===== config.mk =====
export PLATFORM = sky130hd
export DESIGN_NAME = bcd_in_flat
export DESIGN_NICKNAME = d
export VERILOG_FILES = /design/src/rtl/bcd_in_if.sv /design/src/rtl/bcd_in.sv /design/src/flat_wrapper.sv
export SDC_FILE = /design/constraint.sdc
export NUM_CORES = 1
export LEC_CHECK = 0
export ABC_AREA = 1
export CAP_MARGIN = 0
export CORE_MARGIN = 1
export CORE_UTILIZATION = 40
export DETAILED_ROUTE_END_ITERATION = 10
export GPL_TIMING_DRIVEN = 0
export PLACE_DENSITY = 0.61
export SLEW_MARGIN = 20
export SYNTH_ARGS = -nofsm -noshare
export SYNTH_HDL_FRONTEND = slang
export SYNTH_SLANG_ARGS = --single-unit

===== constraint.sdc =====
create_clock -name clock -period 2.5 [get_ports clock]
set_clock_uncertainty 0.1 [all_clocks]
set_input_delay 0.5 -clock clock [delete_from_list [all_inputs] [get_ports clock]]
set_output_delay 0.5 -clock clock [all_outputs]
set_load 0.05 [all_outputs]

===== src/rtl/bcd_in_if.sv =====
// Handshake and data bundle between a requester and the BCD-to-binary converter.
// The requester drives entrada and ler; the converter returns the result and status flags.
interface bcd_in_if #(
  parameter int N_DIGITOS = 4
);
  logic [4*N_DIGITOS-1:0] entrada;
  logic                   ler;
  logic [31:0]            saida;
  logic                   pronto;
  logic                   ocupado;
  logic                   erro;

  modport master (
    output entrada,
    output ler,
    input  saida,
    input  pronto,
    input  ocupado,
    input  erro
  );

  modport slave (
    input  entrada,
    input  ler,
    output saida,
    output pronto,
    output ocupado,
    output erro
  );
endinterface


===== src/rtl/bcd_in.sv =====
// Packed-BCD to binary converter using reverse double-dabble.
// One bit is shifted per CONV cycle, and invalid digits bypass conversion.
module bcd_in #(
  parameter int N_DIGITOS = 4
) (
  input  logic clock,
  input  logic reset_n,
  bcd_in_if.slave io
);

  localparam int W = 4 * N_DIGITOS;
  localparam logic [5:0] LAST = 6'(W - 1);

  typedef enum logic [1:0] {
    IDLE,
    CONV,
    DONE
  } state_t;

  state_t state_q, state_d;

  logic [2*W-1:0] sr_q, sr_d;
  logic [2*W-1:0] stepped;
  logic [5:0]     cnt_q, cnt_d;
  logic [31:0]    saida_q, saida_d;
  logic           bad_q, bad_d;
  logic           erro_q, erro_d;
  logic           pronto_q, pronto_d;
  logic           has_bad;

  always_comb begin
    has_bad = 1'b0;
    for (int k = 0; k < N_DIGITOS; k++) begin
      if (io.entrada[4*k +: 4] > 4'd9) begin
        has_bad = 1'b1;
      end
    end
  end

  // A nibble of 8 or more after the shift held a 1 carried down from the
  // next higher digit; it must be worth 5 here, not 8.
  always_comb begin
    stepped = sr_q >> 1;
    for (int k = 0; k < N_DIGITOS; k++) begin
      if (stepped[W + 4*k + 3]) begin
        stepped[W + 4*k +: 4] = stepped[W + 4*k +: 4] - 4'd3;
      end
    end
  end

  always_comb begin
    state_d  = state_q;
    sr_d     = sr_q;
    cnt_d    = cnt_q;
    bad_d    = bad_q;
    saida_d  = saida_q;
    erro_d   = erro_q;
    pronto_d = 1'b0;
    unique case (state_q)
      IDLE: begin
        if (io.ler) begin
          sr_d    = {io.entrada, {W{1'b0}}};
          cnt_d   = '0;
          bad_d   = has_bad;
          state_d = has_bad ? DONE : CONV;
        end
      end
      CONV: begin
        sr_d  = stepped;
        cnt_d = cnt_q + 6'd1;
        if (cnt_q == LAST) begin
          state_d = DONE;
        end
      end
      DONE: begin
        saida_d  = bad_q ? 32'd0 : 32'(sr_q[W-1:0]);
        erro_d   = bad_q;
        pronto_d = 1'b1;
        state_d  = IDLE;
      end
      default: begin
        state_d = IDLE;
      end
    endcase
  end

  always_ff @(posedge clock or negedge reset_n) begin
    if (!reset_n) begin
      state_q  <= IDLE;
      sr_q     <= '0;
      cnt_q    <= '0;
      bad_q    <= 1'b0;
      saida_q  <= '0;
      erro_q   <= 1'b0;
      pronto_q <= 1'b0;
    end else begin
      state_q  <= state_d;
      sr_q     <= sr_d;
      cnt_q    <= cnt_d;
      bad_q    <= bad_d;
      saida_q  <= saida_d;
      erro_q   <= erro_d;
      pronto_q <= pronto_d;
    end
  end

  assign io.saida   = saida_q;
  assign io.erro    = erro_q;
  assign io.pronto  = pronto_q;
  assign io.ocupado = (state_q != IDLE);

endmodule


===== src/flat_wrapper.sv =====
// flat-port wrapper written by rule: the top's interface ports become plain ports
module bcd_in_flat 
#(
  parameter int N_DIGITOS = 4
)
  (clock, reset_n, io_entrada, io_ler, io_saida, io_pronto, io_ocupado, io_erro);
  bcd_in_if #(.N_DIGITOS(N_DIGITOS)) io_i ();
  input  logic clock;
  input  logic reset_n;
  input wire logic [$bits(io_i.entrada)-1:0] io_entrada;
  input wire logic [$bits(io_i.ler)-1:0] io_ler;
  output wire logic [$bits(io_i.saida)-1:0] io_saida;
  output wire logic [$bits(io_i.pronto)-1:0] io_pronto;
  output wire logic [$bits(io_i.ocupado)-1:0] io_ocupado;
  output wire logic [$bits(io_i.erro)-1:0] io_erro;
  assign io_i.entrada = io_entrada;
  assign io_i.ler = io_ler;
  assign io_saida = io_i.saida;
  assign io_pronto = io_i.pronto;
  assign io_ocupado = io_i.ocupado;
  assign io_erro = io_i.erro;
  bcd_in #(.N_DIGITOS(N_DIGITOS)) u_core (.clock(clock), .reset_n(reset_n), .io(io_i));
endmodule

# Word level (Yosys, flattened, before mapping)
# Cells that the tools add are included.
[classes]
add_sub_neg = 4
order_cmp = 4
n_eq_ne = 5
muxes = 17
n_reduce_logical = 6
[op_table]
columns = ["op", "count"]
rows = [
  ["$pmux 32 s2", 1],
  ["$mux 32", 1],
  ["$gt 4x4->1 const B", 4],
  ["$mux 16", 1],
  ["$mux 4", 3],
  ["$pmux 6 s2", 1],
  ["$sub 4x2->4 const B", 3],
  ["$add 6x1->6 const B", 1],
  ["$eq 6x4->1 const B", 1],
  ["$mux 2", 3],
  ["$mux 6", 1],
  ["$reduce_and 2->1", 3],
  ["$mux 1", 5],
  ["$pmux 2 s2", 1],
  ["$reduce_bool 2->1", 2],
  ["$eq 2x1->1 const B", 1],
  ["$eq 2x2->1 const B", 1],
  ["$logic_not 2->1", 1],
  ["$ne 2x1->1 const B", 1],
  ["$ne 2x2->1 const B", 1],
]
[word_totals]
regBits = 75
input_bits = 19
output_inout_bits = 35
word_cells = 43

# Depth between registers and ports, before layout
# Gate-level depths: netlist (run 1).
[depth]
depth_word = 8
mapped_depth = 8
ltp_nobuf = 8

# Worst setup path before layout (run 1)
# OpenSTA, ideal clock, no wires.
[synth_timing]
kind = "register to register"
startpoint = "register u_core.state_q[0]"
endpoint = "register u_core.erro_q, in the netlist u_core.io.erro"
setup_ps = 119
arrival_time_ps = 1219
t_required_ps = 2281
setup_slack_ps = 1062
path_stages_with_launch = 8
n_path_buf = 3
synth_period_minus_slack_ps = 1438
path_cell_list = "dfrtp_1 -> buf_6 -> nor2_8 -> inv_4 -> or2_1 -> buf_6 -> buf_6 -> o21a_1"
[synth_between]
elab_chain_cells = 1
[synth_lines]
columns = ["element", "line", "source"]
rows = [
  ["start, declared", "bcd_in.sv:20", "state_t state_q, state_d;"],
  ["start signal, assigned", "bcd_in.sv:97", "state_q <= state_d;"],
  ["$eq 2x2->1", "bcd_in.sv:59", "unique case (state_q)"],
  ["end signal, assigned", "bcd_in.sv:102", "erro_q <= erro_d;"],
  ["end, declared", "bcd_in.sv:27", "logic erro_q, erro_d;"],
]
# No other way between the ends.
# A chain may end at the register's enable or synchronous reset.

# Worst setup path after layout (run 1)
[layout_timing]
startpoint = "register u_core.state_q[0]"
endpoint = "output port io_ocupado"
[layout_between]
elab_chain_cells = 1
[layout_lines]
columns = ["element", "line", "source"]
rows = [
  ["$reduce_bool 2->1", "bcd_in.sv:110", "assign io.ocupado = (state_q != IDLE);"],
  ["end, declared", "flat_wrapper.sv:14", "output wire logic [$bits(io_i.ocupado)-1:0] io_ocupado;"],
]
# No other way between the ends.

==> summary.txt, run 1 <==
Status
  • Outcome: finished clean

Logic synthesis
  • Adder-cell area share of the yosys netlist: 1.80%
  • Mux share of post-synthesis cell area: 0%
  • Mapped Area: 2780 um2
  • Commonest cells post-synth: nand2_1 (61), dfrtp_1 (59), nor2_1 (36)
  • Largest family of logic cells by synthesized area: simple AND/OR/NAND/NOR gates
  • Synthesis Warnings: 0
  • Ys async rst share: 100%
  • Share of the yosys chip area belonging to registers: 53.1%
  • Share of the synthesized area in the top cell type: 53.1%
  • Synth cell types: 26
  • Mean Syn Cell Area: 8.88 um2
  • Post-Synth XOR/XNOR Area: 1.89%
  • Gate Count Post-Synth: 313
  • Post-synth EDFFs: 0
  • Most area-consuming cells after synthesis: dfrtp_1 (53%), nand2_1 (8.2%), nor2_1 (4.9%)
  • Post-synthesis register bit count: 59
  • Top_reg_cell synth: dfrtp_1
  • Complex-gate fraction of the synthesized area: 14.7%
  • Count leader, synth: nand2_1
  • Post-Synth Simple-Gate Area: 16.3%
  • Area leader, netlist: dfrtp_1

STA
  • RSZ-0062 raised after global routing: no
  • Worst Tran Pin Value: 0.587 ns
  • Final min period: 2.34 ns
  • Slew Viols, Final: 0
  • Fin. Hold Viols: 0
  • Setup-failing EPs final: 0
  • Final period util: 93.7%
  • Slew headroom: 60.7%
  • Fmax: 0.427 GHz
  • WHS: 0.382 ns

Detailed routing
  • Antenna viol nets, final: 0
  • First-iteration detailed-routing DRC count: 79
  • Final WL: 5480 um
  • DR vias/cell: 4.69
  • Routed length per instance: 11.8 um
  • Met2 WL post-DR: 2550 um
  • Via Count: 2170
  • Post-Route M1 WL: 2670 um
  • DR top layer: met4
  • DRC: 0
  • Metal3 WL: 233 um
  • Pre-antenna DRT Iters: 5

Die
  • Die Footprint: 7280 um2
  • Height of the die: 85.4 um
  • Row count: 30
  • Core ar.: 6760 um2
  • Die width: 85.4 um
  • Starting Density: 41.1%
  • Ports: 54

Pwr
  • Clock network power share: 25.2%
  • PD cells: 974 nW/um2
  • Int Pwr: 2.06 mW
  • Worst-case vdd ir drop: 0.462 mV
  • Comb pwr share: 36.4%
  • Sequential fraction of design power: 38.4%
  • Leakage power: 1.68 nW
  • Tot Pwr: 3.44 mW
  • NetSw: 1.38 mW
  • Switching part of the total: 40.2%

Min path
  • Hold crit path type: register to register

Clock network
  • Post-CTS setup buffer count: 0
  • Cts bufs inserted: 9
  • TritonCTS clock tree: done
  • CTS Buffer Depth: 2
  • CTS sink count: 59
  • CTS resizes: 0
  • H-tree lvl count: 3
  • CTS clk-pin slew, worst paths: 0.07 ns
  • Worst-Skew Late Latency: 0.33 ns
  • CTS root buf: clkbuf_8

Placement
  • Dpl hpwl: 3910 um
  • Post-DP Area: 3320 um2
  • # port buffers: 37
  • GPL Wtd Cong: 0.819

GRT
  • Grt ovf: 0
  • First-pass GRT wire length: 9630 um
  • Vias in the first global route: 2051
  • Initial antenna violation count: 0
  • Largest net degree at the start of global routing: 33
  • Gr usage total: 17.2%

Critical path
  • Crit path DAT: 1.74 ns
  • Worst setup path class: register to output port
  • Crit path launch type: register
  • CP required: 1.90 ns
  • CP bufs+invs: 3
  • Slowest stage delay, CP: 0.80 ns
  • Family with the most delay on the worst path: buffers and inverters
  • Worst setup EP type: output port
  • Crit-path slowest cell: clkdlybuf4s50_1
  • Worst-path maximum fanout: 9
  • Critical path cell sequence: buf_6 -> nor2_1 -> inv_1 -> clkdlybuf4s50_1

Layout
  • Post-route cell area: 3530 um2
  • Diode count: 0
  • Layout area overhead: 27.1%
  • Share of layout cells above drive strength 1: 14.4%
  • # nets final: 401

Flow run
  • Max Cap Viol: 0
power groups by stage:
stage	clock [mW]	combinational [mW]	sequential (mW)
finish	0.869	1.25	1.32
global route	0.931	1.42	1.34
CTS	0.887	1.27	1.32
detailed placement	0	1.26	1.33
global placement	0	1.24	1.33
floorplan	0	0.852	1.38
timing repair:
item                                    in CTS  in global routing
endpoints found under the hold margin       27                  0
endpoints found under the setup margin       0                  0
hold buffers                                 1                  0
cell usage in the layout (no fill, tap or decap), drive strengths merged, types with 4 or more instances in the layout:
| cell type | Yosys | layout |
|---|---|---|
| buf | 24 | 26 |
| clkbuf | 4 | 13 |
| clkdlybuf4s50 | 0 | 36 |
| dfrtp | 59 | 59 |
| o21ai | 35 | 35 |
| nand3 | 9 | 9 |
| conb | 1 | 16 |
| a21oi | 9 | 9 |
| ha | 4 | 4 |
| nor2 | 37 | 37 |
| o22ai | 16 | 16 |
| inv | 37 | 38 |
| nand2 | 61 | 61 |
| xor2 | 6 | 6 |
area by class of cell:
type | count | area [um2]
fillers | 644 | 3220
plain buffers | 28 | 194
clock inverters | 7 | 76.3
well taps | 80 | 100
flip-flops and latches | 59 | 1480
repair buffers | 39 | 398
multi-input cells | 204 | 1020
inverters | 37 | 141
clock buffers | 9 | 124
worst min-delay path: cells and delay by family (launching register included):
kind | cells | cell delay (ns)
AND/OR/NAND/NOR | 1 | 0.06
AO/OA/AOI/OAI | 1 | 0.05
flip-flops | 1 | 0.34
cell families after synthesis:
| family | after synthesis |
|---|---|
| DFF | 59 |
| xor gates and xnor gates | 6 |
| adders and majority gates | 4 |
| AOI/OAI and AO/OA | 67 |
| and+or+nand+nor | 111 |
| other | 1 |
| buffers and inverters | 65 |
flip-flops by register name, indices dropped and copies added (netlist names):
name	count
u_core.sr_q	32
u_core.io.saida	16
u_core.cnt_q	6
u_core.state_q	2
u_core.bad_q	1
u_core.io.erro	1
u_core.io.pronto	1
final timing paths:
path	start	end	slack [ns]	depth (start not counted)
setup / recovery	u_core.state_q[0]	io_ocupado	0.16	4
setup reg to reg	u_core.state_q[1]	u_core.cnt_q[5]	0.79	8
min in group asynchronous	reset_n	u_core.io.saida[10]	0.51	2
max in group asynchronous	reset_n	u_core.sr_q[19]	1.30	3
hold / removal	u_core.io.saida[0]	u_core.io.saida[0]	0.38	2
hold reg to reg	u_core.io.saida[0]	u_core.io.saida[0]	0.38	2
routing by layer:
metal	GRT usage, %	vias up
li1	-	1107
met1	23.0	1003
met2	26.9	58
met3	5.64	2
met4	4.55	0
met5	0	-
stage by stage:
stage                     utilization, %  setup WS, ns  setup TNS, ns  std cells
after floorplan                        -          1.06              0        328
after global placement              48.9         -1.08         -63.69        445
after detailed placement            49.2         0.295              0        446
after CTS                           52.3         0.143              0        463
after global routing                52.3        0.0702              0        463
final                               52.3         0.157              0        463
No activity file was read; power rests on OpenSTA's default activity.
==> inputs of run 2 (changes only) <==
Settings changed: CORE_ASPECT_RATIO from default to 1.4.
Clock period 2.5 ns to 2.9 ns, I/O delays scaled along.
==> run 2 against run 1 <==
Against the previous run: clock-buffer cell count rose by 3; sequential power fell by 14%; register-to-register slack improved by 0.40 ns; first-iteration DRC count rose by 33%; total power fell by 11%; non-clock buffer count did not move; critical path type unchanged; global-route usage fell by 0.23 points; cell count rose by 2.6%; sequential cell count did not move; utilization rose by 1.5 points; worst setup slack improved by 0.32 ns; highest routed layer unchanged; via count barely moved.
==> summary.txt, run 2 (same netlist as run 1, synthesis figures left out) <==
Layout
  • Max reg flops: 32
  • Finished Core Util: 53.8%
  • Largest register by flop count: u_core.sr_q
  • Share of layout cells above drive strength 1: 14.1%
  • Most frequent cells in the layout: nand2_1 (61), dfrtp_1 (59), nor2_1 (36), clkdlybuf4s50_1 (36), inv_1 (35)
  • Diode count: 0
  • Commonest non-fill, non-tap cell in the layout: nand2_1
  • # nets final: 401
  • Fin cells: 475
  • Fillers: 653
  • Layout area overhead: 29.0%

Placement
  • # port buffers: 37
  • Dpl hpwl: 3930 um
  • DP Worst Slack: 0.569 ns
  • Placed cells: 458
  • GPL Wtd Cong: 0.818

Critical path
  • Crit-path slowest cell: clkdlybuf4s50_1
  • Worst Reg2Reg Path Length in Cells: 8
  • CP required: 2.22 ns
  • Worst setup EP type: output port
  • Register-to-register setup slack: 1.19 ns
  • Reg2reg start: u_core.state_q[1]
  • Critical path cell sequence: buf_6 -> nor2_1 -> inv_1 -> clkdlybuf4s50_1
  • Slowest stage delay, CP: 0.80 ns
  • Crit path launch type: register
  • Worst-path maximum fanout: 9
  • Family with the most delay on the worst path: buffers and inverters
  • RR Endpoint: u_core.cnt_q[5]
  • CP bufs+invs: 3
  • Crit path launch: u_core.state_q[0]
  • Worst setup path class: register to output port
  • Crit path DAT: 1.75 ns
  • Critical path depth: 4

Detailed routing
  • Metal3 WL: 169 um
  • DR vias/cell: 4.56
  • Post-Route M1 WL: 2500 um
  • Final WL: 5420 um
  • DRC: 0
  • Via Count: 2168
  • Routed length per instance: 11.4 um
  • First-iteration detailed-routing DRC count: 105
  • Met2 WL post-DR: 2620 um
  • Antenna viol nets, final: 0
  • Pre-antenna DRT Iters: 4
  • DR top layer: met4

Clock network
  • TritonCTS clock tree: done
  • H-tree lvl count: 3
  • CTS root buf: clkbuf_8
  • CTS clk-pin slew, worst paths: 0.07 ns
  • Post-CTS setup buffer count: 0
  • Worst-Skew Late Latency: 0.34 ns
  • CTS Buffer Depth: 2
  • CTS sink count: 59
  • Cts bufs inserted: 9

Flow run
  • Max Cap Viol: 0

GRT
  • Gr usage total: 16.9%
  • Vias in the first global route: 1998
  • Initial antenna violation count: 0
  • Largest net degree at the start of global routing: 52
  • First-pass GRT wire length: 9360 um
  • Grt ovf: 0

Die
  • Ports: 54
  • Height of the die: 101 um
  • Die width: 72.4 um
  • Starting Density: 41.7%
  • Die Footprint: 7290 um2
  • Row count: 35
  • Core ar.: 6660 um2

Pwr
  • Leakage power: 1.70 nW
  • Tot Pwr: 3.06 mW
  • PD cells: 854 nW/um2
  • Worst-case vdd ir drop: 0.349 mV

Min path
  • Cell depth of the worst hold path: 2
  • Hold crit path type: register to register
  • Endpoint, Worst Hold: u_core.io.saida[0]
  • Hold Crit Start: u_core.io.saida[0]

STA
  • Slew Viols, Final: 0
  • Final period util: 83.7%
  • Slew headroom: 61.6%
  • Setup-failing EPs final: 0
  • Post-route worst setup slack: 0.474 ns
  • Final min period: 2.43 ns
  • Fmax: 0.412 GHz
  • Worst Tran Pin Value: 0.573 ns
  • RSZ-0062 raised after global routing: no
  • Fin. Hold Viols: 0

Status
  • Outcome: finished clean
[run 2: layout make-up]
class                   instances  area [um2]  area share, %
multi-input cells             204        1020           28.6
clock inverters                 4        72.6           2.03
inverters                      37         141           3.95
well taps                      92         115           3.21
repair buffers                 39         405           11.3
flip-flops and latches         59        1480           41.2
clock buffers                  12         155           4.33
plain buffers                  28         194           5.41
[run 2: routing by layer]
layer  track usage [%]  vias to the layer above
met2              27.6                       46
met1              21.3                     1010
met5                 0                        -
met3              3.00                        9
li1                  -                     1103
met4              8.90                        0
[run 2: how the worst max path moves through the flow]
| stage | end |
|---|---|
| floorplan | io_ocupado |
| global placement | u_core.sr_q[21] |
| detailed placement | u_core.cnt_q[5] |
| CTS | io_ocupado |
| global route | io_ocupado |
| finish | io_ocupado |
[run 2: worst register-to-register path, cell delays in order, from the launching register on]
cell     delay [ns]
dfrtp_1        0.38
inv_2          0.13
nand2_1        0.12
nor2_1         0.47
inv_1          0.17
nand2_1        0.09
nand2_1        0.05
nand2_1        0.05
inv_1          0.03
[run 2: metrics by stage]
stage	area [um2]	hold WS (ns)	setup TNS (ns)
after floorplan	2840	0.184	0
after global placement	3320	0.359	-43.29
after detailed placement	3350	0.323	0
after CTS	3580	0.382	0
after global routing	3580	0.402	0
final	3580	0.379	0
[run 2: power by group]
part	internal, mW	switching [mW]	total, mW
Sequential	0.998	0.139	1.14
Clock	0.529	0.319	0.848
Combinational	0.379	0.697	1.08
Total	1.91	1.15	3.06
[run 2: timing repair]
| item | 4_1_cts | 5_1_grt |
|---|---|---|
| endpoints found under the hold margin | 8 | 0 |
| gates resized for setup | 0 | 0 |
| hold buffers | 1 | 0 |
==> RTL change: new RTL, config.mk and constraints of run 2 <==
Re-encode `state_t` (3 states) as one-hot, 3 bits wide.
--- a/src/rtl/bcd_in.sv
+++ b/src/rtl/bcd_in.sv
@@ -12,8 +12,8 @@
   localparam logic [5:0] LAST = 6'(W - 1);
 
-  typedef enum logic [1:0] {
-    IDLE,
-    CONV,
-    DONE
+  typedef enum logic [2:0] {
+    IDLE = 3'b001,
+    CONV = 3'b010,
+    DONE = 3'b100
   } state_t;
 
Check against the original RTL: same outputs for any inputs over 10 cycles, from zero or initial values and one cycle with reset_n low; not proved beyond that.
==> RTL change against run 2 <==
Worst setup slack got worse by 120 ps. Design area increased by 0.28%. Clock power decreased by 10%. Via count increased by 0.60%. Utilization decreased by 0.20 points. Sequential cell count increased by 1. Area after synthesis increased by 1.3%. Power decreased by 14%. Routed wire length increased by 0.15%. Sequential share of layout area increased by 0.62 points. Critical path type unchanged. Critical endpoint unchanged. Largest cell class unchanged. Largest power group unchanged.
==> RTL change: results (changes against run 2) <==
CLKSLEWWORSTSETUPHOLDPATHS_PS=60
CTS_BUFFER_DEPTH=2  # unchanged
PIN_COUNT_OF_THE_BIGGEST_NET_ENTERING_GLOBAL_ROUTING=53  # +1.9%
SYNTH-SEQ-AREA-SHARE=0.534  # +0.00272
AVGVIACOUNTPERCELL=4.55  # -0.24%
STATUS='completed'
PLACE.GP.CONGESTION=0.793  # -3.1%
ANTENNADIODECOUNT=0  # unchanged
POST_SYNTH_MAIN_AREA_CONTRIBUTORS='dfrtp_1 (52%), nand2_1 (11%), nand3_1 (4.8%)'
POWER.STATIC_LEAKAGE_nW=1.74  # +2.5%
WORSTPATHARRIVAL_PS=1860  # +110 ps
CRIT_PATH_MAX_FANOUT=3  # -6
DETAILEDPLACE.WORSTSLACK_PS=721  # +152 ps
DP_HPWL_UM=3940  # +0.31%
POWER.IR.VDD_WORST_V=0.000429  # +23%
FINAL_LAYOUT_SIZE_SUFFIX_GT1_FRAC=0.160  # +0.0192
SYNTH_COMMONEST_CELLS='nand2_1 (84), dfrtp_1 (59), inv_1 (32), nand3_1 (27), o21ai_0 (27)'
DRT_WL_TOTAL_UM=5430  # +0.15%
NUMBER_OF_ANTENNA_VIOLATIONS_AT_THE_FIRST_CHECK_IN_GLOBAL_ROUTING=0  # unchanged
GRT_PASS1_WL_UM=9650  # +3.2%
SYNTH_CELL_TYPES=27  # +3.8%
GRT_PASS1_VIAS=2084  # +4.3%
FINAL_NETS=405  # +1.0%
HOLD_CLASS='flop to flop'
GR-USAGE-ALL-LAYERS=0.173  # +0.00346
YOSYS_WARNINGS=0  # unchanged
[RTL change: layout make-up]
| type | count | area share |
|---|---|---|
| Clock buffer | 12 | 0.0432 |
| Buffer | 31 | 0.0571 |
| Tap cell | 92 | 0.0320 |
| Timing Repair Buffer | 39 | 0.113 |
| Clock inverter | 4 | 0.0132 |
| Sequential cell | 60 | 0.418 |
| Multi-Input combinational cell | 205 | 0.286 |
| Inverter | 36 | 0.0376 |
[RTL change: logic make-up after synthesis]
family,Yosys count,share of synthesized area
simple gates,124,0.189
buf+inv,67,0.121
flops,60,0.534
compound gates,57,0.124
fa+ha+maj,4,0.0178
xor+xnor,3,0.00934
other cells,1,0.00133
mux,1,0.00356
[RTL change: critical path, cell delays in order (launching register included)]
cell	delay (ps)
dfstp_2	520
inv_2	50
nor2_1	150
nand2_1	90
clkdlybuf4s50_1	700
[RTL change: power by group through the flow]
| stage | sequential [mW] | clock (mW) | combinational [mW] |
|---|---|---|---|
| 2_1_floorplan | 1.23 | 0 | 0.431 |
| 3_3_place_gp | 1.09 | 0 | 0.781 |
| 3_5_place_dp | 1.09 | 0 | 0.806 |
| 4_1_cts | 1.08 | 0.781 | 0.807 |
| 5_1_grt | 1.10 | 0.815 | 0.891 |
| 6_report | 1.08 | 0.763 | 0.796 |
[RTL change: per-layer routing]
metal / track usage / up-vias / routed length [µm]
met3: 0.0448 / 8 / 192
met4: 0.0633 / 0 / 76
met2: 0.285 / 47 / 2680
met5: 0 / - / 0
met1: 0.218 / 1005 / 2480
li1: - / 1121 / -
[RTL change: stage by stage]
step	util	total power [mW]	cells	cell area [µm²]	hold slack, ps
CTS	0.536	2.67	479	3590	388
floorplan	-	1.66	332	2870	184
detailed placement	0.505	1.90	462	3380	324
global placement	0.501	1.87	461	3360	363
global route	0.536	2.81	479	3590	404
finish	0.536	2.64	479	3590	380
[RTL change: worst paths after layout]
path	start	cells past startpoint	end	slack (ps)
setup / recovery	u_core.state_q[0]	4	io_ocupado	360
hold / removal	u_core.bad_q	2	u_core.bad_q	380
setup reg to reg	u_core.state_q[0]	6	u_core.cnt_q[0]	1300
hold reg to reg	u_core.bad_q	2	u_core.bad_q	380
max in group asynchronous	reset_n	3	u_core.state_q[0]	1640
min in group asynchronous	reset_n	2	u_core.io.saida[14]	530
